<file path="config.mk">
export PLATFORM = sky130hd
export DESIGN_NAME = wb_port
export DESIGN_NICKNAME = d
export VERILOG_FILES = /design/src/rtl/wb_port.sv
export SDC_FILE = /design/constraint.sdc
export NUM_CORES = 1
export LEC_CHECK = 0
export CAP_MARGIN = 15
export CORE_UTILIZATION = 45
export DETAILED_ROUTE_END_ITERATION = 8
export DONT_BUFFER_PORTS = 1
export PLACE_DENSITY = 0.71
export SYNTH_ARGS = -nofsm -noshare
export SYNTH_HDL_FRONTEND = slang
export SYNTH_SLANG_ARGS = --single-unit
export TNS_END_PERCENT = 20
</file>
<file path="constraint.sdc">
create_clock -name clk -period 7.8 [get_ports clk]
set_clock_uncertainty 0.05 [all_clocks]
set_input_delay 0.78 -clock clk [delete_from_list [all_inputs] [get_ports clk]]
set_output_delay 0.78 -clock clk [all_outputs]
set_load 0.005 [all_outputs]
</file>
<file path="src/rtl/wb_port.sv">
// rtl/wb_port.sv - writeback port arbiter: ALU results, buffered long-latency results, destination scoreboard
module wb_port #(
  parameter int FIFO_DEPTH = 2,
  parameter int STARVE_MAX = 3
) (
  input  logic        clk,
  input  logic        rst,
  input  logic        alu_valid,
  input  logic [4:0]  alu_rd,
  input  logic [31:0] alu_data,
  input  logic        mem_valid,
  output logic        mem_ready,
  input  logic [4:0]  mem_rd,
  input  logic [31:0] mem_data,
  input  logic        iss_valid,
  input  logic [4:0]  iss_rd,
  input  logic [4:0]  q_rs,
  input  logic [4:0]  q_rt,
  output logic        busy_rs,
  output logic        busy_rt,
  output logic        stall_req,
  output logic        wen,
  output logic [4:0]  r3,
  output logic [31:0] WD
);

  localparam int PW = (FIFO_DEPTH > 1) ? $clog2(FIFO_DEPTH) : 1;
  localparam int CW = PW + 1;
  localparam int SW = $clog2(STARVE_MAX + 1);

  localparam logic [CW-1:0] FULL_CNT   = CW'(FIFO_DEPTH);
  localparam logic [SW-1:0] STARVE_TOP = SW'(STARVE_MAX);

  // Long-latency result buffer; contents need no reset, pointers/count do.
  logic [4:0]    fifo_rd   [FIFO_DEPTH];
  logic [31:0]   fifo_data [FIFO_DEPTH];
  logic [PW-1:0] wr_ptr;
  logic [PW-1:0] rd_ptr;
  logic [CW-1:0] count;

  logic [31:0]   sb;
  logic [31:0]   sb_next;
  logic [SW-1:0] starve_cnt;
  logic [SW-1:0] starve_next;

  logic          push;
  logic          pop;
  logic          alu_win;
  logic          fifo_nonempty;
  logic [4:0]    head_rd;
  logic [31:0]   head_data;

  assign mem_ready     = (count != FULL_CNT);
  assign fifo_nonempty = (count != '0);
  assign push          = mem_valid && mem_ready;
  // An ALU result to $0 is dropped and does not take the write slot.
  assign alu_win       = alu_valid && (alu_rd != 5'd0);
  assign pop           = fifo_nonempty && !alu_win;
  assign head_rd       = fifo_rd[rd_ptr];
  assign head_data     = fifo_data[rd_ptr];

  assign busy_rs = sb[q_rs];
  assign busy_rt = sb[q_rt];

  // Buffer storage write on accepted long-latency results.
  always_ff @(posedge clk) begin
    if (push) begin
      fifo_rd[wr_ptr]   <= mem_rd;
      fifo_data[wr_ptr] <= mem_data;
    end
  end

  // Buffer pointers and occupancy; simultaneous push and pop keep count.
  always_ff @(posedge clk) begin
    if (rst) begin
      wr_ptr <= '0;
      rd_ptr <= '0;
      count  <= '0;
    end else begin
      if (push) wr_ptr <= wr_ptr + PW'(1);
      if (pop)  rd_ptr <= rd_ptr + PW'(1);
      if (push && !pop)      count <= count + CW'(1);
      else if (pop && !push) count <= count - CW'(1);
    end
  end

  // Starvation count of the buffer head; saturates at the stall threshold.
  always_comb begin
    starve_next = starve_cnt;
    if (!fifo_nonempty || pop) begin
      starve_next = '0;
    end else if (alu_win && (starve_cnt != STARVE_TOP)) begin
      starve_next = starve_cnt + SW'(1);
    end
  end

  // Starvation counter and registered stall request derived from it.
  always_ff @(posedge clk) begin
    if (rst) begin
      starve_cnt <= '0;
      stall_req  <= 1'b0;
    end else begin
      starve_cnt <= starve_next;
      stall_req  <= (starve_next == STARVE_TOP);
    end
  end

  // Scoreboard update: clear on head selection, then issue sets so set wins.
  always_comb begin
    sb_next = sb;
    if (pop && (head_rd != 5'd0)) sb_next[head_rd] = 1'b0;
    if (iss_valid && (iss_rd != 5'd0)) sb_next[iss_rd] = 1'b1;
    sb_next[0] = 1'b0;
  end

  // Scoreboard register.
  always_ff @(posedge clk) begin
    if (rst) sb <= '0;
    else     sb <= sb_next;
  end

  // Registered write bus; address and data hold while idle or on a $0 pop.
  always_ff @(posedge clk) begin
    if (rst) begin
      wen <= 1'b0;
      r3  <= 5'd0;
      WD  <= 32'd0;
    end else if (alu_win) begin
      wen <= 1'b1;
      r3  <= alu_rd;
      WD  <= alu_data;
    end else if (pop && (head_rd != 5'd0)) begin
      wen <= 1'b1;
      r3  <= head_rd;
      WD  <= head_data;
    end else begin
      wen <= 1'b0;
    end
  end

endmodule

</file>
==> results of run 1 <==
==> power breakdown <==
part           switching, mW  total [mW]  leakage [nW]  internal (mW)
Combinational          0.342       0.574          1.01          0.232
Clock                  0.322       0.795         0.281          0.473
Sequential            0.0714        1.03          1.32          0.960
Total                  0.735        2.40          2.62           1.67
==> through the flow <==
step | power, mW | worst slack (ns) | std cells | utilization | hold WS, ns
floorplan | 1.499 | 4.705 | 580 | - | 0.3986
global placement | 1.595 | 4.705 | 721 | 0.4724 | 0.4301
detailed placement | 1.621 | 4.641 | 721 | 0.4724 | 0.4442
CTS | 2.415 | 4.973 | 753 | 0.5114 | 0.3608
global route | 2.521 | 4.907 | 754 | 0.5133 | 0.3688
finish | 2.400 | 4.963 | 754 | 0.5133 | 0.3886
==> layer usage <==
| metal | vias up | wire length (microns) | share of wire | track usage |
|---|---|---|---|---|
| li1 | 2257 | - | - | - |
| met1 | 2326 | 6728 | 0.41 | 0.2607 |
| met2 | 194 | 7783 | 0.48 | 0.3464 |
| met3 | 22 | 1462 | 0.090 | 0.06669 |
| met4 | 0 | 282 | 0.017 | 0.08009 |
| met5 | - | 0 | 0 | 0 |
==> cell type report <==
type | instances | area [sq um] | share of cell area
flip-flops and latches | 151 | 3765 | 0.4971
multi-input cells | 376 | 2922 | 0.3858
clock buffers | 18 | 429.2 | 0.05667
well taps | 184 | 230.2 | 0.03040
clock inverters | 14 | 147.6 | 0.01949
repair buffers | 5 | 57.56 | 0.007600
inverters | 6 | 22.52 | 0.002974
==> logic make-up after synthesis <==
group,Yosys count,synth area share
buf+inv,53,0.03407
mux,56,0.1076
compound gates,178,0.1910
fa+ha+maj,2,0.003624
flops,151,0.5451
xor+xnor,4,0.005074
simple gates,136,0.1134
==> cells in the mapped netlist, drive strengths merged (9+ instances only) <==
cell type	instances	area, sq um
a21o	34	255.2
mux2i	36	360.4
a211oi	24	180.2
edfxtp	74	2222
nor2	25	96.35
a32o	34	340.3
mux4	14	315.3
nor2b	9	56.30
buf	16	96.34
a21oi	51	255.2
dfxtp	77	1541
clkbuf	31	116.4
nand3	36	180.2
nand2	17	63.81
==> placed cells by master, fill, tap and decap left out, drive strengths merged, types with 11 or more instances in the layout <==
cell / synthesis / final
a32o: 34 / 34
mux2i: 36 / 36
clkbuf: 31 / 18
inv: 6 / 11
a211oi: 24 / 24
edfxtp: 74 / 74
nor2: 25 / 25
nand3: 36 / 36
a21o: 34 / 34
a21oi: 51 / 51
mux4: 14 / 14
nand2: 17 / 17
dfxtp: 77 / 77
==> registers in the layout (all words and copies together), names as in the netlist, named ones only <==
register / cells
starve_cnt: 2
sb: 31
wr_ptr: 1
WD: 32
count: 2
fifo_data: 64
rd_ptr: 1
r3: 5
wen: 1
stall_req: 1
fifo_rd: 10
==> path summary, 6_finish.rpt <==
path                  startpoint                 to  depth (start not counted)
max                      q_rs[1]            busy_rs                          4
min                          rst               flop                          1
max reg2reg                 flop  sb[15]$_SDFF_PP0_                          5
min reg2reg  rd_ptr$_SDFFE_PP0P_               flop                          2
==> critical path: stages <==
cell and delay (ns):
mux2_2 0.32, a221oi_1 0.25, a2111oi_0 0.10, or4_1 0.55
==> run_results.csv, run 1 <==
group,metric,value,unit
outcome,outcome,"complete, no violations",
clock_tree,cts_tree,"yes",
final_layout,fin_nets,653,
grt,grtUsageTotal,0.2110,
route,avgViaCountPerCell,6.365,
sta,setup_tns,0,ns
sta,hold_viol,0,
floorplan,chipHeight,125.9,microns
floorplan,fp-row-count,44,
sta,drv_slew,0,
setup_path,reg2reg_slack,5.26,ns
route,num_vias,4799,
yosys,synth.distinct_cells,55,
placement,place.gp.congestion,0.8019,
route,routed_wl,16260,microns
route,drtIter0Drc,444,
final_layout,drive_gt1_frac,0.1175,
floorplan,fp.coreArea,14750,sq um
yosys,yosysSeqAreaShare,0.5451,
yosys,ys.warnings.count,0,
setup_path,critPathRequiredTime,6.97,ns
final_layout,fill_cells,1272,
grt,grt_pass1_wl,25610,microns
placement,place_area,6969,sq um
final_layout,design_area,7574,sq um
clock_tree,cts_resized,0,
setup_path,crit_path_max_fanout,9,
power_and_ir_drop,p_per_area,316.9,nW/um^2
placement,port_buffers,0,
yosys,syn_inst,580,
clock_tree,clock_sinks,151,
sta,setup_violations,0,
grt,antenna_found_initial,0,
yosys,avgSynthCellArea,11.90,sq um
clock_tree,numCtsBuffers,17,
yosys,async_flop_share,0,
clock_tree,cts_max_level,4,
sta,relSlewSlack,0.2506,
floorplan,pin_count,136,
sta,fin_crit_sh,0.3637,
grt,grt_max_degree,70,
route,ant_nets,0,
worst_hold_path,worstHoldPathType,"input port to flop",
final_layout,diodes,0,
floorplan,dieArea,15840,sq um
floorplan,die_x,125.9,microns
setup_path,endpoint_kind,"output port",
power_and_ir_drop,ir_drop,0.1880,mV
clock_tree,clkLatencyLatePin,0.41,ns
setup_path,crit_type,"input port to output port",
clock_tree,path_clk_slew,0.06,ns
clock_tree,cts_hold_buf,0,
power_and_ir_drop,p_leak,2.618,nW
sta,min_period,2.837,ns
clock_tree,postCtsSetupBuffers,0,
grt,grt_pass1_vias,4803,
grt,overflow,0,
setup_path,startpoint_type,"input port",
setup_path,worst_ep_arrival_time,2.01,ns
final_layout,area_growth,9.695,%
yosys,synth_nets,676,
clock_tree,clock_tree.root_cell,"clkbuf_16",
sta,worstMarginPinSlew,1.120,ns
placement,place_hpwl,11050,microns
yosys,ys.flop_type,"dfxtp_1",
run,maxCapViolations,0,
sta,rsz0062_at_grt,"false",
yosys,synth-edff-count,74,
route,drc_errors,0,
yosys,ys_seq_elements,151,
route,wl_per_cell,21.56,microns
sta,fmax,352.5,MHz
route,dr.pass1.iters,5,
yosys,syn_area,6904,sq um
clock_tree,cts_max_path_buffers,2,
floorplan,start_util,0.4679,
(Power assumes the default switching activity.)
==> inputs of run 2 (changes only) <==
--- a/config.mk
+++ b/config.mk
@@ -9,7 +9,7 @@
 export CORE_UTILIZATION = 45
 export DETAILED_ROUTE_END_ITERATION = 8
 export DONT_BUFFER_PORTS = 1
-export PLACE_DENSITY = 0.71
+export PLACE_DENSITY = 0.73
 export SYNTH_ARGS = -nofsm -noshare
 export SYNTH_HDL_FRONTEND = slang
 export SYNTH_SLANG_ARGS = --single-unit
==> constraint.sdc (replaced) <==
create_clock -name clk -period 2.3 [get_ports clk]
set_clock_uncertainty 0.05 [all_clocks]
set_input_delay 0.23 -clock clk [delete_from_list [all_inputs] [get_ports clk]]
set_output_delay 0.23 -clock clk [all_outputs]
set_load 0.005 [all_outputs]
==> run 2 against run 1 <==
Effect of this change:
- setup slack worse by 4.9 ns
- non-clock buffer count is 92 higher
- count of clock-buffer cells in the layout is 2 higher
- power grew to 3.5 times the previous value
- sequential share of layout area is 5.3 points lower
- first-iteration DRC count is 11% lower
- via count is 10% higher
- design area is 12% higher
- global-route usage is 2.1 points higher
- clock power grew to 3.2 times the previous value
- critical endpoint is now busy_rt
==> run_results.csv, run 2 (synthesis results as in run 1) <==
group,metric,value,unit
clock_tree,clkLatencyLatePin,0.43,ns
final_layout,drive_gt1_frac,0.1269,
final_layout,utilization,0.5746,
setup_path,endpoint_kind,"output port",
power_and_ir_drop,p_per_area,982.0,nW/um^2
floorplan,dieArea,15840,sq um
sta,rsz0062_at_grt,"false",
clock_tree,clock_sinks,151,
run,maxCapViolations,0,
route,wl_per_cell,21.02,microns
clock_tree,numCtsBuffers,17,
floorplan,chipHeight,125.9,microns
sta,worstMarginPinSlew,0.6690,ns
clock_tree,clock_tree.root_cell,"clkbuf_16",
sta,hold_viol,0,
floorplan,pin_count,136,
setup_path,crit_type,"flop to output port",
final_layout,area_growth,22.80,%
setup_path,worst_ep_arrival_time,1.97,ns
grt,overflow,0,
clock_tree,cts_max_level,4,
route,dr.pass1.iters,5,
final_layout,fill_cells,1173,
floorplan,fp-row-count,44,
power_and_ir_drop,p_leak,3.009,nW
sta,drv_slew,0,
final_layout,largest-register,"fifo_data",
final_layout,reg.largest.list,"fifo_data x64, WD x32, sb x31",
placement,place.gp.congestion,0.8014,
worst_hold_path,hp-start,"rst",
outcome,outcome,"complete, no violations",
floorplan,fp.coreArea,14750,sq um
route,routed_wl,17790,microns
sta,min_period,2.246,ns
worst_hold_path,worstHoldPathType,"input port to flop",
final_layout,diodes,0,
setup_path,reg2reg_slack,0.28,ns
route,drtIter0Drc,397,
sta,relSlewSlack,0.5506,
route,ant_nets,0,
final_layout,final_common_cell,"dlygate4sd3_1",
sta,finalHoldWorstSlack,0.02483,ns
route,num_vias,5284,
clock_tree,cts_tree,"yes",
grt,antenna_found_initial,0,
setup_path,r2r-end,"WD[11]$_SDFFE_PP0P_",
final_layout,fin_nets,745,
route,avgViaCountPerCell,6.246,
placement,place_hpwl,11340,microns
grt,grt_max_degree,42,
power_and_ir_drop,ir_drop,0.6445,mV
floorplan,start_util,0.4679,
sta,fmax,445.3,MHz
grt,grtUsageTotal,0.2320,
final_layout,mostFrequentLayoutCells,"76 x dlygate4sd3_1, 75 x dfxtp_1, 74 x edfxtp_1, 51 x a21oi_1",
route,drc_errors,0,
grt,grt_pass1_wl,28150,microns
clock_tree,path_clk_slew,0.06,ns
sta,setup_violations,0,
worst_hold_path,min_to,"r3[3]$_SDFFE_PP0P_",
placement,port_buffers,0,
floorplan,die_x,125.9,microns
sta,setup_tns,0,ns
setup_path,crit_path_max_fanout,3,
worst_hold_path,hold_depth,2,
sta,fin_crit_sh,0.9763,
setup_path,startpoint_type,"flop",
setup_path,critPathRequiredTime,2.02,ns
final_layout,largest_reg_flops,64,
clock_tree,cts_max_path_buffers,2,
setup_path,reg2reg_depth,5,
grt,grt_pass1_vias,5474,
## run 2: cell types whose count changed in the layout (fill, tap and decap cells not counted), moves of 2 or more
cell and change:
buf_12 +5, buf_4 +12, clkbuf_1 +2, clkinv_2 +2, clkinv_4 +2, dlygate4sd3_1 +76, inv_6 -4
## run 2: what timing repair did
action,4_1_cts,5_1_grt
hold buffers,77,0
endpoints found under the setup margin,0,6
buffers inserted,0,0
resized for setup,0,3
endpoints found under the hold margin,146,0
## run 2: area by class of cell
| class | instances | area [sq um] | share of cell area |
|---|---|---|---|
| Clock inverter | 12 | 107.6 | 0.01269 |
| Inverter | 6 | 22.52 | 0.002656 |
| Sequential cell | 151 | 3766 | 0.4442 |
| Clock buffer | 20 | 436.7 | 0.05151 |
| Tap cell | 184 | 230.2 | 0.02715 |
| Multi-Input combinational cell | 376 | 2934 | 0.3461 |
| Timing Repair Buffer | 97 | 980.9 | 0.1157 |
## run 2: worst max path at each step
| stage | to | from | slack [ns] |
|---|---|---|---|
| floorplan | count[1]$_SDFFE_PP0P_ | alu_rd[1] | -0.09 |
| global placement | count[1]$_SDFFE_PP0P_ | alu_rd[1] | 0.11 |
| detailed placement | count[1]$_SDFFE_PP0P_ | alu_rd[1] | 0.08 |
| CTS | busy_rs | sb[1]$_SDFF_PP0_ | 0.04 |
| global route | busy_rs | sb[3]$_SDFF_PP0_ | 0.009 |
| finish | busy_rt | sb[1]$_SDFF_PP0_ | 0.05 |
## run 2: worst max-delay path: stages (launching register included)
cell       delay, ns
dfxtp_1         0.35
mux2_2          0.27
a221oi_1        0.26
a2111oi_0       0.11
or4_1           0.56
## run 2: metrics by stage
step | std cells | area [sq um] | power, mW | setup slack [ns]
after floorplan | 580 | 6907 | 5.082 | -0.09061
after detailed placement | 737 | 7139 | 5.622 | 0.08363
after global placement | 737 | 7139 | 5.526 | 0.1057
after global routing | 846 | 8478 | 8.699 | 0.008531
final | 846 | 8478 | 8.326 | 0.05445
after CTS | 846 | 8464 | 8.285 | 0.03965
## run 2: per-layer routing
metal / vias up / GRT usage / part of all wire
met5: - / 0 / 0
met4: 0 / 0.1006 / 0.026
met3: 33 / 0.07137 / 0.084
met2: 250 / 0.3840 / 0.49
met1: 2571 / 0.2802 / 0.40
li1: 2430 / - / -
## run 2: power breakdown
group | switching [mW] | total [mW] | internal, mW
Combinational | 1.28 | 2.26 | 0.981
Clock | 1.08 | 2.56 | 1.48
Sequential | 0.256 | 3.50 | 3.25
Total | 2.61 | 8.33 | 5.71
==> inputs of run 3 (changes only) <==
--- a/config.mk
+++ b/config.mk
@@ -9,7 +9,7 @@
 export CORE_UTILIZATION = 45
 export DETAILED_ROUTE_END_ITERATION = 8
 export DONT_BUFFER_PORTS = 1
-export PLACE_DENSITY = 0.73
+export PLACE_DENSITY = 0.71
 export SYNTH_ARGS = -nofsm -noshare
 export SYNTH_HDL_FRONTEND = slang
 export SYNTH_SLANG_ARGS = --single-unit
==> constraint.sdc (replaced) <==
create_clock -name clk -period 2.9 [get_ports clk]
set_clock_uncertainty 0.05 [all_clocks]
set_input_delay 0.725 -clock clk [delete_from_list [all_inputs] [get_ports clk]]
set_output_delay 0.725 -clock clk [all_outputs]
set_load 0.005 [all_outputs]
==> run 3 against run 2 <==
Effect of this change:
- clock power is 15% lower
- critical path depth stayed put
- cell count is 9.5% lower
- die area stayed put
- power is 21% lower
- sequential share of layout area is 4.6 points higher
- largest cell class unchanged
==> run_results.csv, run 3 (synthesis results as in run 1) <==
group,metric,value,unit
final_layout,largest-register,"fifo_data",
setup_path,cp_slowest_stage_delay,0.58,ns
power_and_ir_drop,p_switching,2.008,mW
placement,place_hpwl,11480,microns
route,drc_errors,0,
power_and_ir_drop,clockPowerShare,0.330,
placement,dp_cells,732,
power_and_ir_drop,swShare,0.3051,
placement,place.gp.congestion,0.8184,
route,num_vias,4939,
clock_tree,cts_max_level,4,
sta,fin_crit_sh,0.9631,
sta,setup_violations,0,
setup_path,cp_top_family,"simple AND/OR/NAND/NOR gates",
clock_tree,path_clk_slew,0.06,ns
clock_tree,postCtsSetupBuffers,0,
grt,antenna_found_initial,0,
final_layout,area_growth,11.34,%
setup_path,worstPathCellList,"mux2_2 > a221oi_1 > a2111oi_0 > or4_1",
sta,drv_slew,0,
final_layout,fin_nets,664,
worst_hold_path,worstHoldPathType,"input port to flop",
sta,hold_viol,0,
setup_path,cp_slowest_cell,"or4_1",
final_layout,reg.largest.list,"fifo_data x64, WD x32, sb x31",
setup_path,critPathRequiredTime,2.12,ns
clock_tree,cts_tree,"yes",
power_and_ir_drop,ir_drop,0.5883,mV
final_layout,drive_gt1_frac,0.1360,
grt,grtUsageTotal,0.2132,
clock_tree,cts_max_path_buffers,2,
clock_tree,clkLatencyLatePin,0.42,ns
route,dr.pass1.iters,5,
clock_tree,cts_resized,0,
route,wl_per_cell,21.76,microns
setup_path,crit_type,"flop to output port",
setup_path,endpoint_kind,"output port",
outcome,outcome,"complete, no violations",
sta,worstMarginPinSlew,0.6628,ns
sta,relSlewSlack,0.5565,
grt,overflow,0,
power_and_ir_drop,p_per_area,856.1,nW/um^2
setup_path,crit_path_max_fanout,3,
grt,grt_pass1_vias,4934,
route,ant_nets,0,
grt,grt_pass1_wl,26050,microns
power_and_ir_drop,seq_power_share,0.421,
power_and_ir_drop,p_comb_frac,0.249,
sta,setup_slack,0.1071,ns
grt,grt_max_degree,62,
route,routed_wl,16670,microns
final_layout,final_common_cell,"dfxtp_1",
sta,fmax,358.0,MHz
power_and_ir_drop,internal-power,4.573,mW
sta,setup_tns,0,ns
floorplan,chipHeight,125.9,microns
floorplan,pin_count,136,
setup_path,startpoint_type,"flop",
clock_tree,clock_tree.root_cell,"clkbuf_16",
floorplan,fp.coreArea,14750,sq um
placement,dp_worst_setup_slack,0.1301,ns
final_layout,mostFrequentLayoutCells,"76 x dfxtp_1, 74 x edfxtp_1, 51 x a21oi_1, 36 x nand3_1, 36 x mux2i_1",
power_and_ir_drop,p_leak,2.669,nW
placement,port_buffers,0,
final_layout,largest_reg_flops,64,
setup_path,worst_ep_arrival_time,2.02,ns
route,drtIter0Drc,406,
floorplan,fp-row-count,44,
final_layout,layoutNonFillerInstCount,766,
floorplan,dieArea,15840,sq um
clock_tree,numCtsBuffers,17,
floorplan,die_x,125.9,microns
clock_tree,clock_sinks,151,
setup_path,cp.buffers_inverters,0,
run,maxCapViolations,0,
floorplan,start_util,0.4679,
sta,rsz0062_at_grt,"false",
route,avgViaCountPerCell,6.448,
clock_tree,cts_hold_buf,0,
sta,min_period,2.793,ns
run 3: cell count changes in the layout (fill, tap and decap cells not counted), moves of 2 or more:
cell	change
inv_6	+4
clkinv_2	-3
dlygate4sd3_1	-76
clkinv_4	-4
buf_4	-3
clkinvlp_4	+3
buf_12	-2
run 3: worst reg2reg max path: stages, from the launching register on:
cell and delay (ns):
dfxtp_2 0.53, buf_4 0.56, nand2_1 0.20, o22a_1 0.40, o41ai_1 0.40, a21oi_1 0.12
run 3: final cells by class:
| type | count | area, sq um |
|---|---|---|
| fillers | 1235 | 7067 |
| flip-flops and latches | 151 | 3765 |
| multi-input cells | 376 | 2922 |
| clock buffers | 20 | 446.7 |
| well taps | 184 | 230.2 |
| repair buffers | 16 | 157.7 |
| clock inverters | 12 | 141.4 |
| inverters | 6 | 22.52 |
| diodes | 1 | 2.502 |
run 3: power groups by stage:
stage	logic, mW	registers [mW]	clock network (mW)
after floorplan	1.28	2.75	0
after global placement	1.58	2.80	0
after detailed placement	1.62	2.82	0
after CTS	1.63	2.77	2.21
after global routing	1.79	2.81	2.30
final	1.64	2.77	2.17
run 3: final timing paths:
path / start / to / slack [ns] / cells past startpoint
worst max register to register: flop / sb[17]$_SDFF_PP0_ / 0.51 / 5
worst min register to register: sb[19]$_SDFF_PP0_ / sb[19]$_SDFF_PP0_ / 0.46 / 2
worst max-delay path: sb[3]$_SDFF_PP0_ / busy_rs / 0.11 / 4
worst min-delay path: rst / sb[7]$_SDFF_PP0_ / 0.33 / 1
run 3: stage by stage:
stage / total power, mW / area (sq um) / util / hold WS, ns
floorplan: 4.033 / 6909 / - / 0.3986
global placement: 4.378 / 7089 / 0.4805 / 0.4288
detailed placement: 4.441 / 7089 / 0.4805 / 0.4445
CTS: 6.616 / 7677 / 0.5204 / 0.2987
global route: 6.895 / 7685 / 0.5209 / 0.3108
finish: 6.581 / 7687 / 0.5210 / 0.3344
run 3: metal layers:
layer / routed length (microns) / part of all wire / GRT usage
met5: 0 / 0 / 0
met2: 8119 / 0.49 / 0.3461
met4: 299 / 0.018 / 0.08079
met3: 1540 / 0.092 / 0.07774
met1: 6709 / 0.40 / 0.2599
